==> config.mk <==
export PLATFORM = sky130hd
export DESIGN_NAME = inst_fetch
export DESIGN_NICKNAME = d
export VERILOG_FILES = /design/src/rtl/inst_fetch.sv
export SDC_FILE = /design/constraint.sdc
export NUM_CORES = 1
export LEC_CHECK = 0
export BUFFER_PORTS_ARGS = -buffer_cell sky130_fd_sc_hd__buf_2
export CAP_MARGIN = 20
export CELL_PAD_IN_SITES_DETAIL_PLACEMENT = 1
export CELL_PAD_IN_SITES_GLOBAL_PLACEMENT = 2
export CORE_MARGIN = 5
export CORE_UTILIZATION = 33
export CTS_CLUSTER_SIZE = 40
export DETAILED_ROUTE_END_ITERATION = 8
export GPL_ROUTABILITY_DRIVEN = 0
export PLACE_DENSITY = 0.88
export SYNTH_ARGS = -nofsm -noshare
export SYNTH_HDL_FRONTEND = slang
export SYNTH_SLANG_ARGS = --single-unit
==> constraint.sdc <==
create_clock -name inclk -period 4.5 [get_ports inclk]
set_input_delay 0 -clock inclk [delete_from_list [all_inputs] [get_ports inclk]]
set_output_delay 0 -clock inclk [all_outputs]
set_load 0.005 [all_outputs]
==> src/rtl/inst_fetch.sv <==
// Instruction fetch unit: requests one word at PC, holds it for the core until
// exec_done, then advances PC by sequential, branch or jump rules.
module inst_fetch (
  input  logic        inclk,
  input  logic        rst_n,
  output logic        im_req,
  output logic [31:0] im_addr,
  input  logic        im_ack,
  input  logic [31:0] im_rdata,
  output logic [31:0] inst,
  output logic        inst_valid,
  output logic [31:0] PC,
  input  logic        exec_done,
  input  logic        jump,
  input  logic        branch_taken,
  output logic [31:0] retire_cnt
);

  typedef enum logic [1:0] {
    RESET = 2'd0,
    FETCH = 2'd1,
    ISSUE = 2'd2
  } state_t;

  state_t      state;
  logic        armed;
  logic [31:0] pc4;
  logic [31:0] br_off;
  logic [31:0] next_pc;

  // Jump wins over branch; all arithmetic wraps modulo 2^32.
  always_comb begin
    pc4    = PC + 32'd4;
    br_off = {{14{inst[15]}}, inst[15:0], 2'b00};
    if (jump)
      next_pc = {pc4[31:28], inst[25:0], 2'b00};
    else if (branch_taken)
      next_pc = pc4 + br_off;
    else
      next_pc = pc4;
  end

  assign im_addr = PC;

  always_ff @(posedge inclk or negedge rst_n) begin
    if (!rst_n) begin
      state      <= RESET;
      armed      <= 1'b0;
      PC         <= '0;
      inst       <= '0;
      inst_valid <= 1'b0;
      im_req     <= 1'b0;
      retire_cnt <= '0;
    end else begin
      case (state)
        // RESET spends one full clock after release so the first request
        // appears on the second rising edge.
        RESET: begin
          if (armed) begin
            state  <= FETCH;
            im_req <= 1'b1;
          end else begin
            armed <= 1'b1;
          end
        end
        FETCH: begin
          if (im_ack) begin
            inst       <= im_rdata;
            im_req     <= 1'b0;
            inst_valid <= 1'b1;
            state      <= ISSUE;
          end
        end
        ISSUE: begin
          if (exec_done) begin
            PC         <= next_pc;
            retire_cnt <= retire_cnt + 32'd1;
            inst_valid <= 1'b0;
            im_req     <= 1'b1;
            state      <= FETCH;
          end
        end
        default: begin
          state      <= RESET;
          armed      <= 1'b0;
          inst_valid <= 1'b0;
          im_req     <= 1'b0;
        end
      endcase
    end
  end

endmodule

==> results_dict.tcl <==
set metrics [dict create \
    status "finished clean" \
    antenna_found_initial 1 \
    ys_async_sr_fraction 1.00 \
    cp-start-kind "register" \
    cp-end-kind "register" \
    ys_types 70 \
    tns_ns 0 \
    fin_crit_ns 4.19 \
    ant_nets 0 \
    clockRootBuffer "clkbuf_16" \
    cts_buffers 9 \
    final-seq-area_um2 2450 \
    fillers 2428 \
    fmax_ghz 0.239 \
    drv_slew 0 \
    routed_wl_um 22400 \
    die_area_um2 23700 \
    timing.final.crit_share 0.930 \
    ys.flop_type "dfrtp_1" \
    hp-start "exec_done" \
    hpwl_um 16200 \
    rsz0062_at_grt "false" \
    ff2ff_path_depth 15 \
    area_growth_pct 22.0 \
    final_common_cell "buf_2" \
    synth_top_area_cell "dfrtp_1" \
    via_count 6109 \
    whs_path_depth 4 \
    tightest_slew_ns 0.964 \
    syn_inst 729 \
    htree_levels 3 \
    path_class "reg2reg" \
    clkSinkCount 98 \
    final_cells 1170 \
    cp_data_arrival_time_ns 4.45 \
    powerDensity_nw_per_um2 726 \
    grt_max_degree 62 \
    skew_ns 0.00731 \
    nets 975 \
    dp.cells 1120 \
    rr_endpoint "PC[31]" \
    post_drt_wl_per_cell_um 19.1 \
    fp.dieH_um 154 \
    cts_tree "built" \
    drive_above_1_share 0.275 \
    cts_resized 0 \
    clkSlewWorstSetupHoldPaths_ns 0.07 \
    clockBufferDepth 2 \
    grt_first_pass_wirelength_um 36400 \
    reg2reg_from "PC[4]" \
    syn_area_um2 6850 \
    synth_edf_count 0 \
    finalHoldViolations 0 \
    max-vdd-ir-drop_uv 313 \
    synth_area_leaders "dfrtp_1 (36%), ha_1 (7.5%), xnor2_1 (7.2%)" \
    final_util 0.411 \
    drtPass1Iterations 5 \
    min_to "inst_valid" \
    initial_core_util 0.337 \
    rows 52 \
    path_max_fanout 9 \
    cap_violations 0 \
    multiInputGateArea_um2 3950 \
    drc_errors 0 \
    maxSlewHeadroom 0.357 \
    layout_common_cells "buf_2 (162), dfrtp_1 (98), nand2_1 (70), xnor2_1 (56), nor2_1 (48)" \
    ys_ff_latch 98 \
    rrSetupSlack_ns 0.31 \
    p_leak_nw 4.03 \
    insertion_delay_ns 0.35 \
    synth_warnings 0 \
    grt_pass1_vias 6642 \
    overflow 0 \
    io_pins 168 \
    coreArea_um2 20400 \
    synth.avg_cell_area_um2 9.40 \
    drtIter0Drc 363 \
    detail_route.vias_per_cell 5.22 \
    synth-seq-area-share 0.358 \
    track_usage 0.189 \
    setup_violations 0 \
    fp.dieW_um 154 \
    min-delay-path-class "in2reg" \
    synth_top_area_frac 0.358 \
    cp.required_ns 4.77 \
    port-buffer-count 163 \
]
## synthesized netlist by cell type (8+ instances only)
master	number
ha_1	41
nor2_1	48
and3_1	13
nor3_1	10
xnor2_1	56
buf_4	35
o21ai_0	41
inv_1	19
nand3_1	28
xor2_1	25
clkbuf_1	8
mux2_2	35
a21o_1	15
a211oi_1	9
nand2_1	70
nand4_1	12
dfrtp_1	98
a21oi_1	46
## state kept, by name (all words and copies together) (netlist names)
name        count
inst_valid      1
armed           1
PC             30
retire_cnt     32
inst           32
state           2
## repair_timing
item,CTS,global route
buffers inserted,0,0
endpoints found under the hold margin,95,0
hold buffers,34,0
endpoints found under the setup margin,0,0
## worst max-delay path: stages (launching register included)
cell and delay [ns]:
dfrtp_1 0.50, nand4_2 0.24, nor4_4 0.47, nand3_2 0.15
nor2_1 0.26, nand4_1 0.15, xnor2_1 0.30, ha_1 0.32
nand2_1 0.11, nor2_1 0.05, a211oi_1 0.32, o32ai_1 0.18
or4_1 0.54, nand3_1 0.12, mux2i_1 0.23, xnor2_1 0.16
## worst max path at each step
| stage | startpoint | to | slack [ns] |
|---|---|---|---|
| 2_1_floorplan | PC[4] | PC[23] | 0.97 |
| 3_3_place_gp | PC[4] | PC[31] | 0.53 |
| 3_5_place_dp | PC[4] | PC[31] | 0.47 |
| 4_1_cts | PC[4] | PC[31] | 0.35 |
| 5_1_grt | PC[4] | PC[31] | 0.1 |
| 6_report | PC[4] | PC[31] | 0.31 |
## cell type report
class | instances | share of cell area
multi-input cells | 560 | 0.472
flip-flops and latches | 98 | 0.293
repair buffers | 207 | 0.148
well taps | 270 | 0.0404
clock buffers | 9 | 0.0269
clock inverters | 6 | 0.0108
inverters | 19 | 0.00853
diodes | 1 | 0.000299
## power breakdown
part / total [mW] / leakage [nW] / internal, mW / switching [mW]
logic: 3.52 / 2.64 / 1.63 / 1.89
registers: 1.68 / 1.23 / 1.18 / 0.497
clock network: 0.869 / 0.158 / 0.490 / 0.380
## per-layer routing
layer  global-route usage  share of wire
met5                    0              0
met3               0.0343          0.045
met1                0.243           0.44
met2                0.326           0.50
met4               0.0505          0.015
## cells by family (layout without fill, tap and decap cells)
family,count (synthesis),after routing,share of synthesized area
AOI/OAI and AO/OA,165,165,0.154
xor gates and xnor gates,82,82,0.106
adders and majority gates,42,42,0.0778
buffers and inverters,74,241,0.0674
DFF,98,98,0.358
muxes,41,41,0.0663
other,1,5,0.000547
and+or+nand+nor,226,226,0.170
## through the flow
stage / power (mW) / setup WS, ns / area (um^2) / hold WS (ns)
CTS: 6.09 / 0.350 / 8360 / 0.0648
global route: 6.57 / 0.0991 / 8360 / 0.113
detailed placement: 5.17 / 0.466 / 7700 / 0.172
finish: 6.07 / 0.313 / 8360 / 0.0764
floorplan: 4.09 / 0.973 / 6860 / -0.296
global placement: 5.08 / 0.530 / 7700 / 0.169
Note: power is estimated with default switching activity, not from simulation.
